===== src/rtl/mtr_drv_if.sv =====
// Command and gate-drive bundle between the balance controller and the H-bridge driver.
// Commands are plain levels sampled at each PWM period boundary; synch is a one-clk strobe.
interface mtr_drv_if;
    logic        pwr_up;
    logic [11:0] lft_spd;
    logic [11:0] rght_spd;
    logic        PWM1_lft;
    logic        PWM2_lft;
    logic        PWM1_rght;
    logic        PWM2_rght;
    logic        synch;

    modport master (
        output pwr_up, lft_spd, rght_spd,
        input  PWM1_lft, PWM2_lft, PWM1_rght, PWM2_rght, synch
    );

    modport slave (
        input  pwr_up, lft_spd, rght_spd,
        output PWM1_lft, PWM2_lft, PWM1_rght, PWM2_rght, synch
    );
endinterface


===== src/rtl/mtr_drv.sv =====
// Dual-side H-bridge PWM driver: 2048-clk period, boundary-latched duty,
// per-side non-overlap insertion and a period-start strobe.
module mtr_drv #(
    parameter int NONOVERLAP = 32
) (
    input  logic      clk,
    input  logic      rst_n,
    mtr_drv_if.slave  bus
);

    localparam int             DTW     = (NONOVERLAP > 1) ? $clog2(NONOVERLAP) : 1;
    localparam logic [DTW-1:0] DT_LAST = DTW'(NONOVERLAP - 1);
    localparam logic [10:0]    DUTY_MID = 11'h400;

    // Index 0 is the left side, index 1 the right side.
    logic [1:0][11:0]    spd;
    logic [10:0]         cnt_q, cnt_d;
    logic [1:0][10:0]    duty_sh_q, duty_sh_d;
    logic [1:0]          raw_q, raw_d;
    logic [1:0][DTW-1:0] dt_q, dt_d;
    logic [1:0]          pwm1_q, pwm1_d;
    logic [1:0]          pwm2_q, pwm2_d;
    logic                synch_q, synch_d;
    logic [1:0]          tgl;

    assign spd = {bus.rght_spd, bus.lft_spd};

    // (spd >>> 1) + 0x400 in 11 bits only flips the sign bit of the shifted value.
    function automatic logic [10:0] duty_map(input logic [11:0] s);
        return {~s[11], s[10:1]};
    endfunction

    always_comb begin
        cnt_d     = cnt_q + 11'd1;
        synch_d   = (cnt_q == 11'd0);
        duty_sh_d = duty_sh_q;
        raw_d     = raw_q;
        dt_d      = dt_q;
        pwm1_d    = '0;
        pwm2_d    = '0;
        tgl       = '0;
        for (int s = 0; s < 2; s++) begin
            if (cnt_q == 11'h7FF) begin
                duty_sh_d[s] = bus.pwr_up ? duty_map(spd[s]) : DUTY_MID;
            end
            raw_d[s] = (cnt_q < duty_sh_q[s]);
            tgl[s]   = raw_d[s] ^ raw_q[s];
            // Any raw edge restarts the non-overlap window with both gates off.
            if (tgl[s]) begin
                dt_d[s] = '0;
            end else if (dt_q[s] != DT_LAST) begin
                dt_d[s] = dt_q[s] + DTW'(1);
            end
            pwm1_d[s] = bus.pwr_up & ~tgl[s] & (dt_q[s] == DT_LAST) &  raw_q[s];
            pwm2_d[s] = bus.pwr_up & ~tgl[s] & (dt_q[s] == DT_LAST) & ~raw_q[s];
        end
    end

    always_ff @(posedge clk or negedge rst_n) begin
        if (!rst_n) begin
            cnt_q     <= '0;
            duty_sh_q <= {DUTY_MID, DUTY_MID};
            raw_q     <= '0;
            dt_q      <= '0;
            pwm1_q    <= '0;
            pwm2_q    <= '0;
            synch_q   <= 1'b0;
        end else begin
            cnt_q     <= cnt_d;
            duty_sh_q <= duty_sh_d;
            raw_q     <= raw_d;
            dt_q      <= dt_d;
            pwm1_q    <= pwm1_d;
            pwm2_q    <= pwm2_d;
            synch_q   <= synch_d;
        end
    end

    assign bus.PWM1_lft  = pwm1_q[0];
    assign bus.PWM2_lft  = pwm2_q[0];
    assign bus.PWM1_rght = pwm1_q[1];
    assign bus.PWM2_rght = pwm2_q[1];
    assign bus.synch     = synch_q;

endmodule


===== src/flat_wrapper.sv =====
// flat-port wrapper written by rule: the top's interface ports become plain ports
module mtr_drv_flat 
#(
    parameter int NONOVERLAP = 32
)
  (clk, rst_n, bus_pwr_up, bus_lft_spd, bus_rght_spd, bus_PWM1_lft, bus_PWM2_lft, bus_PWM1_rght, bus_PWM2_rght, bus_synch);
  mtr_drv_if bus_i ();
  input  logic clk;
  input  logic rst_n;
  input wire logic [$bits(bus_i.pwr_up)-1:0] bus_pwr_up;
  input wire logic [$bits(bus_i.lft_spd)-1:0] bus_lft_spd;
  input wire logic [$bits(bus_i.rght_spd)-1:0] bus_rght_spd;
  output wire logic [$bits(bus_i.PWM1_lft)-1:0] bus_PWM1_lft;
  output wire logic [$bits(bus_i.PWM2_lft)-1:0] bus_PWM2_lft;
  output wire logic [$bits(bus_i.PWM1_rght)-1:0] bus_PWM1_rght;
  output wire logic [$bits(bus_i.PWM2_rght)-1:0] bus_PWM2_rght;
  output wire logic [$bits(bus_i.synch)-1:0] bus_synch;
  assign bus_i.pwr_up = bus_pwr_up;
  assign bus_i.lft_spd = bus_lft_spd;
  assign bus_i.rght_spd = bus_rght_spd;
  assign bus_PWM1_lft = bus_i.PWM1_lft;
  assign bus_PWM2_lft = bus_i.PWM2_lft;
  assign bus_PWM1_rght = bus_i.PWM1_rght;
  assign bus_PWM2_rght = bus_i.PWM2_rght;
  assign bus_synch = bus_i.synch;
  mtr_drv #(.NONOVERLAP(NONOVERLAP)) u_core (.clk(clk), .rst_n(rst_n), .bus(bus_i));
endmodule

===== config.mk =====
export PLATFORM = sky130hd
export DESIGN_NAME = mtr_drv_flat
export DESIGN_NICKNAME = d
export VERILOG_FILES = /design/src/rtl/mtr_drv_if.sv /design/src/rtl/mtr_drv.sv /design/src/flat_wrapper.sv
export SDC_FILE = /design/constraint.sdc
export NUM_CORES = 1
export LEC_CHECK = 0
export CORE_MARGIN = 2
export CORE_UTILIZATION = 30
export CTS_CLUSTER_SIZE = 14
export DETAILED_ROUTE_END_ITERATION = 7
export HOLD_SLACK_MARGIN = 0.1
export PLACE_DENSITY = 0.57
export SETUP_SLACK_MARGIN = 0.05
export SLEW_MARGIN = 15
export SYNTH_ARGS = -nofsm -noshare
export SYNTH_HDL_FRONTEND = slang
export SYNTH_SLANG_ARGS = --single-unit

===== constraint.sdc =====
create_clock -name clk -period 1.66 [get_ports clk]
set_input_delay 0.249 -clock clk [delete_from_list [all_inputs] [get_ports clk]]
set_output_delay 0.249 -clock clk [all_outputs]
set_load 0.01 [all_outputs]

Word level (Yosys, flattened, before mapping)
Cells that the tools add are included. W data, S select, Z words.

Register bits: 50. Input bits: 27. Output and inout bits: 5. Word-level logic and storage cells: 44.

Add/sub/neg operators: 3. $lt $le $gt $ge: 2. Equality and inequality tests: 5. Mux-type cells: 6. Bitwise logic cells: 16. Reduce and logical (&&, ||, !) cells: 3.

Operator list (count): $lt A11 B11 Y1 (2); $mux W11 (2); $mux W5 (4); $add A11 B1 Y11 const B (1); $eq A11 B11 Y1 const B (1); $logic_not A11 Y1 (1); $add A5 B1 Y5 const B (2); $eq A5 B5 Y1 const B (2); $ne A5 B5 Y1 const B (2); $and A1 B1 Y1 (8); $not A1 Y1 (6); $reduce_bool A2 Y1 (2); $xor A1 B1 Y1 (2).

Longest topological paths before layout
Gate-level depths: netlist of run 1.

Depth after elaboration: 6. Mapped depth: 8. Depth with buffers taken out: 8.

Least setup slack after synthesis of run 1
No wires, ideal clock.

Kind: reg-to-reg. From: register u_core.duty_sh_q[10] in the netlist's numbering. To: register u_core.dt_q[0] in the netlist's numbering. Library setup time: 0.086 ns. Data arrival time: 1.749 ns. Data required time: 1.574 ns. Slack: -0.175 ns. Cell stages (with the launch flop): 8. Buffers on the path: 0. Period minus slack after synthesis: 1.835 ns. Path through: dfstp_2 > inv_1 > ha_1 > nand4_1 > nor2_1 > a221o_1 > o21a_1 > nor3_1.

Word-level cells in the longest chain between the ends: 3. Elaborated cells between the ends (all ways): 4. Classes of those cells: order compare (1); mux (1); bitwise (1); reduce/logical (1).

RTL lines: from (decl) (RTL line mtr_drv.sv:18) `logic [1:0][10:0] duty_sh_q, duty_sh_d;`; from (signal assigned) (RTL line mtr_drv.sv:62) `duty_sh_q <= {DUTY_MID, DUTY_MID};`; from (signal assigned) (RTL line mtr_drv.sv:70) `duty_sh_q <= duty_sh_d;`; $lt A11 B11 Y1 (*) (RTL line mtr_drv.sv:46) `raw_d[s] = (cnt_q < duty_sh_q[s]);`; $xor A1 B1 Y1 (*) (RTL line mtr_drv.sv:47) `tgl[s] = raw_d[s] ^ raw_q[s];`; $mux W5 or $reduce_bool A2 Y1 (tied branches); to (signal assigned) (RTL line mtr_drv.sv:72) `dt_q <= dt_d;`; to (decl) (RTL line mtr_drv.sv:20) `logic [1:0][DTW-1:0] dt_q, dt_d;`.

Every way passes the cells marked *; elsewhere a longest branch is shown, timed or not. A chain may end at the register's enable or synchronous reset.

Worst setup path in the final report of run 1
From: register u_core.duty_sh_q[8] in the netlist's numbering. To: register u_core.dt_q[1] in the netlist's numbering.

The elaborated chain is that of the path after synthesis.

==> flow_summary.yaml, run 1 <==
run_status:
  outcome: "complete, but fails checks"
  violations: "setup timing"
placed_design:
  hpwlAfterDp_mm: 3.88
  dpl-instance-area_um2: 3220
  dp_slack_ns: -0.284
  place_congestion: 0.809
  numPortBuffers: 29
floorplanning:
  ios: 32
  die_h_um: 96.9
  core_um2: 8300
  die_w_um: 96.9
  dieArea_um2: 9380
  rows: 33
  start_util_pct: 31.2
routing:
  routedWlPerCell_um: 14.7
  postRouteWirelength_mm: 6.53
  vias: 2098
  vias_per_cell: 4.73
  ant_nets: 0
  drt-initial-drc-count: 81
  drt_pre_antenna_iters: 4
  post-route-drc-count: 0
logic_synthesis:
  synthTopCellsByArea: "dfrtp_1, ha_1, nand2_1"
  synth_top_family_by_area: "simple AND/OR/NAND/NOR gates"
  netlist_area_um2: 2590
  synth_edf_count: 0
  synthAdderAreaFrac_pct: 12.6
  synth.avg_cell_area_um2: 9.65
  ys_types: 31
  synth_xor_area_share_pct: 5.08
  synth_ff_type: "dfrtp_1"
  synth_compound_area_share_pct: 8.51
  ys_seq_area_share_pct: 48.5
  synth_top_area_share_pct: 46.4
  syn-num-nets: 321
  yosysWarnings: 0
  synthSimpleGateAreaFrac_pct: 19.0
  netlist_instances: 268
  synth_top_area_cell: "dfrtp_1"
  synth_mux_area_share_pct: 1.60
  async_flop_share_pct: 100
  synth_seq_cells: 50
sta:
  rsz0062_at_grt: "yes"
  slew_headroom_pct: 74.3
  fmax_mhz: 523
  worstMarginPinSlew_ns: 0.382
  layout_min_cycle_time_ns: 1.91
  fin_ws_ns: -0.251
  clock_skew_ns: 0.00979
  finalHoldViolCount: 0
  slew_viol_final: 0
  finalSetupViolCount: 12
  fin_crit_sh_pct: 115
  fin_tns_setup_ns: -2.12
setup_path:
  rrSetupSlack_ns: -0.25
  cp_max_fo: 5
  critical_path_class: "register to register"
  startpoint_type: "register"
  arrival_ns: 2.10
  critPathRequiredTime_ns: 1.85
  reg2reg_from: "u_core.duty_sh_q[8]$_DFFE_PN0N_"
  critPathCaptureType: "register"
  worstSetupStartpoint: "u_core.duty_sh_q[8]$_DFFE_PN0N_"
power_and_ir_drop:
  p_per_area_nw_per_um2: 570
  p_seq_share_pct: 55.1
  p_comb_share_pct: 6.1
  vdd_drop_max_v: 0.000348
  swShare_pct: 21.3
  power_leakage_uw: 0.00186
  p_clk_share_pct: 38.8
  internal_power_uw: 1750
  p_switching_uw: 473
global_routing:
  grt_max_degree: 51
  grt_pass1_wl_mm: 9.32
  overflow: 0
  grt_pass1_vias: 2043
  grt_use_total_pct: 12.1
  antenna_found_initial: 0
final_layout:
  syn2layout_area_growth_pct: 50.9
  final_design_area_no_fill_um2: 3900
  drive_above_1_share_pct: 35.1
  n_fill_cell: 759
  antenna_cells: 0
  nets: 391
clock_network:
  htree_levels: 2
  cts_buffer_depth: 2
  insertion_delay_ns: 0.30
  clkTransAtPathRegs_ns: 0.09
  cts_tree: "built"
  cts_sinks: 50
  root_buffer: "clkbuf_8"
  cts_buffers: 5
run:
  cap_viol_max_count: 0
hold_path:
  hold_path_class: "primary input to asynchronous set/reset pin"
-- critical path, cell delays in order, from the launching register on --
cell	delay (ns)
dfrtp_1	0.40
inv_2	0.07
ha_4	0.20
a21o_1	0.15
a21o_1	0.15
a221o_1	0.40
nor3_4	0.35
nor3_2	0.06
-- cells by family (layout without fill, tap and decap cells) --
logic type      Yosys count  in the layout
fa+ha+maj                26             26
mux                       4              4
simple gates             99             99
flops                    50             50
compound gates           41             41
buf+inv                  33            104
xor+xnor                 15             15
-- metrics by stage --
stage | hold WS, ns | total power (uW) | cells | util (%)
floorplan | -0.0466 | 1280 | 268 | -
global placement | 0.262 | 1380 | 417 | 38.8
detailed placement | 0.264 | 1380 | 417 | 38.8
CTS | 0.457 | 2250 | 429 | 41.7
global route | 0.475 | 2310 | 444 | 47.0
finish | 0.454 | 2220 | 444 | 47.0
-- routing by layer --
metal	routed length, um	vias up	track usage, %	share of wire, %
met5	0	-	0	0
met4	55	0	3.25	0.84
met3	189	4	3.25	2.9
met2	3200	28	19.6	49
met1	3090	1020	15.9	47
li1	-	1046	-	-
-- power groups by stage --
stage	sequential, uW	combinational (uW)	clock [uW]
finish	1230	137	862
floorplan	1250	25.7	0
CTS	1230	136	892
global route	1230	153	935
global placement	1250	131	0
detailed placement	1250	132	0
-- flip-flops by register name, summed over array words and instances, names as in the netlist --
signal	count
u_core.cnt_q	11
u_core.pwm2_q	2
u_core.bus.synch	1
u_core.duty_sh_q	22
u_core.dt_q	10
u_core.raw_q	2
u_core.pwm1_q	2
-- worst paths after layout --
kind	end	depth (start not counted)
max reg2reg	u_core.dt_q[1]$_DFFE_PN0P_	7
min in group clk	u_core.pwm2_q[1]$_DFF_PN0_	1
min reg2reg	u_core.pwm2_q[1]$_DFF_PN0_	1
max	u_core.dt_q[1]$_DFFE_PN0P_	7
max in group asynchronous	u_core.duty_sh_q[10]$_DFFE_PN1N_	3
min	u_core.duty_sh_q[15]$_DFFE_PN0N_	3
-- placed cells by master (no fill, tap or decap), types with 3 or more instances in the layout --
cell type and instances:
o21ai_2 11, nand2_4 3, mux2i_1 3, nor2b_1 3, buf_12 3, o21ai_1 9
nand2_2 13, buf_4 23, xnor2_1 10, inv_2 4, a21oi_2 4, a21o_1 3
dfrtp_2 3, clkbuf_8 5, ha_4 9, ha_1 15, nand2_1 35, buf_6 11
and3b_1 4, a21oi_1 7, inv_1 20, clkdlybuf4s50_1 28, nor3_2 8, xor2_1 5
nand4_1 3, dfrtp_1 45, nand3_1 7, clkbuf_16 4, and3_1 3, nor2_1 4
o21ai_0 4
-- layout make-up --
cell class | instances | area, um^2 | area share [%]
Clock buffer | 6 | 72.6 | 1.86
Clock inverter | 2 | 37.5 | 0.962
Inverter | 24 | 90.1 | 2.31
Multi-Input combinational cell | 185 | 1550 | 39.6
Sequential cell | 50 | 1260 | 32.2
Tap cell | 105 | 131 | 3.37
Timing Repair Buffer | 72 | 767 | 19.7
-- Yosys cell counts, drive strengths merged (4+ instances only) --
cell / number
nand2: 51
nor3: 11
xor2: 5
clkbuf: 9
dfrtp: 48
inv: 24
and3b: 4
nand4: 4
nor2: 5
a21oi: 12
o21ai: 24
ha: 26
xnor2: 10
nand3: 9
-- timing repair --
item                       in CTS  in global routing
setup endpoints to repair      15                 38
resized for setup              20                 75
gates cloned                    0                  7
pin swaps                      16                 28
hold endpoints to repair       48                  0
hold buffers                    1                  0
setup buffers                   3                  8
Note: power is estimated with default switching activity, not from simulation.
==> run 2: changes to the inputs <==
--- a/config.mk
+++ b/config.mk
@@ -16,3 +16,4 @@
 export SYNTH_ARGS = -nofsm -noshare
 export SYNTH_HDL_FRONTEND = slang
 export SYNTH_SLANG_ARGS = --single-unit
+export TNS_END_PERCENT = 5
==> flow_summary.yaml, run 2 (synthesized netlist as in run 1, its figures left out) <==
run_status:
  outcome: "complete, but fails checks"
  violations: "setup timing"
clock_network:
  cts_buffers: 5
  htree_levels: 2
  cts_buffer_depth: 2
  insertion_delay_ns: 0.30
  cts_tree: "built"
  cts_sinks: 50
  root_buffer: "clkbuf_8"
  clkTransAtPathRegs_ns: 0.10
setup_path:
  critPathRequiredTime_ns: 1.89
  arrival_ns: 2.16
  startpoint_type: "register"
  cp_num_buf_inv: 1
  cp_max_fo: 5
  cp_slowest_cell: "dfrtp_1"
  critPathCaptureType: "register"
  cp_top_family: "compound AO/OA/AOI/OAI gates"
  critical_path_class: "register to register"
  critPathMaxStageDelay_ns: 0.36
  path_common_cell: "a21o_1"
  crit_chain: "inv_1 -> ha_1 -> a21o_1 -> a21o_1 -> a221o_1 -> o21a_2 -> nor3_2"
final_layout:
  antenna_cells: 0
  layout_commonest_cell: "nand2_1"
  syn2layout_area_growth_pct: 33.8
  nets: 374
  final_cell_mix: "nand2_1, dfrtp_1, clkdlybuf4s50_1, inv_1, buf_4"
  final_core_util_pct: 41.7
  largest_reg_flops: 22
  drive_above_1_share_pct: 19.3
  largest-register: "u_core.duty_sh_q"
  reg_top3: "u_core.duty_sh_q x22, u_core.cnt_q x11, u_core.dt_q x10"
floorplanning:
  start_util_pct: 31.2
  die_w_um: 96.9
  core_um2: 8300
  die_h_um: 96.9
  dieArea_um2: 9380
  rows: 33
  ios: 32
sta:
  fin_ws_ns: -0.265
  fin_crit_sh_pct: 116
  slew_headroom_pct: 70.8
  layout_min_cycle_time_ns: 1.92
  worstMarginPinSlew_ns: 0.435
  clock_skew_ns: 0.0120
  fmax_mhz: 519
  finalSetupViolCount: 13
  slew_viol_final: 0
  finalHoldViolCount: 0
  rsz0062_at_grt: "yes"
routing:
  postRouteWirelength_mm: 5.17
  vias: 1924
  drt-initial-drc-count: 52
  post-route-drc-count: 0
  drt_pre_antenna_iters: 4
  routedWlPerCell_um: 12.1
  vias_per_cell: 4.51
  ant_nets: 0
global_routing:
  overflow: 0
  grt_max_degree: 45
  antenna_found_initial: 0
  grt_use_total_pct: 11.8
  grt_pass1_wl_mm: 9.22
  grt_pass1_vias: 1993
power_and_ir_drop:
  vdd_drop_max_v: 0.000290
  total_power_uw: 2220
  p_per_area_nw_per_um2: 643
  power_leakage_uw: 0.00173
placed_design:
  hpwlAfterDp_mm: 3.77
  numPortBuffers: 29
  place_congestion: 0.858
hold_path:
  hold_path_class: "primary input to asynchronous set/reset pin"
run:
  cap_viol_max_count: 0
==> run 2: changes by cell type in the layout (fill, tap and decap cells not counted), moves of 4 or more <==
cell | previous run | this run
ha_4 | 9 | 5
o21ai_2 | 11 | 0
o21ai_1 | 9 | 4
clkbuf_16 | 4 | 0
nand2_1 | 35 | 51
nand2_2 | 13 | 0
o21ai_0 | 4 | 20
ha_1 | 15 | 21
buf_6 | 11 | 1
==> run 2: stage by stage <==
step                      worst slack (ns)  instances  TNS [ns]  cell area [um^2]  hold slack (ns)
after floorplan                     -0.138        268     -1.06              2590          -0.0466
after global placement              -0.254        416     -2.35              3170            0.252
after detailed placement            -0.293        416     -2.79              3170            0.250
after CTS                           -0.294        426     -1.92              3400            0.447
after global routing                -0.370        427     -3.54              3460            0.482
final                               -0.265        427     -2.05              3460            0.448
==> run 2: cell type report <==
cell class,instances,area (um^2)
fill,819,4840
multi-input combinational,185,1360
tap,105,131
clock buffer,5,68.8
sequential,50,1250
inverter,24,90.1
timing repair buffer,55,512
clock inverter,3,43.8
==> run 2: timing repair <==
item / 4_1_cts / 5_1_grt
hold buffers: 1 / 0
endpoints found under the hold margin: 48 / 0
pin swaps: 11 / 8
setup endpoints to repair: 16 / 37
gates resized for setup: 20 / 12
buffers inserted: 1 / 1
==> run 2: layer usage <==
layer	part of all wire, %	global-route usage [%]	vias to the layer above
met5	0	0	-
met4	0.45	2.93	0
met3	3.4	2.67	2
met2	46	18.4	31
met1	50	16.6	889
li1	-	-	1002
==> run 2: final timing paths <==
check,start,endpoint,slack (ns),cells past startpoint
setup / recovery,u_core.duty_sh_q[8]$_DFFE_PN0N_,u_core.dt_q[1]$_DFFE_PN0P_,-0.26,7
hold reg to reg,u_core.raw_q[1]$_DFF_PN0_,u_core.pwm2_q[1]$_DFF_PN0_,0.48,1
min in group clk,u_core.raw_q[1]$_DFF_PN0_,u_core.pwm2_q[1]$_DFF_PN0_,0.48,1
setup reg to reg,u_core.duty_sh_q[8]$_DFFE_PN0N_,u_core.dt_q[1]$_DFFE_PN0P_,-0.26,7
max in group asynchronous,rst_n,u_core.cnt_q[3]$_DFF_PN0_,0.89,3
hold / removal,rst_n,u_core.duty_sh_q[19]$_DFFE_PN0N_,0.45,3
==> run 2: where the power goes <==
group	internal [uW]	switching, uW
registers	1220	1.39
clock network	452	416
logic	74.8	55.8
total	1750	473
==> run 2: tightest hold or removal path, stage by stage <==
cell and delay [ns]:
dlygate4sd3_1 0.52, buf_2 0.11, buf_4 0.27
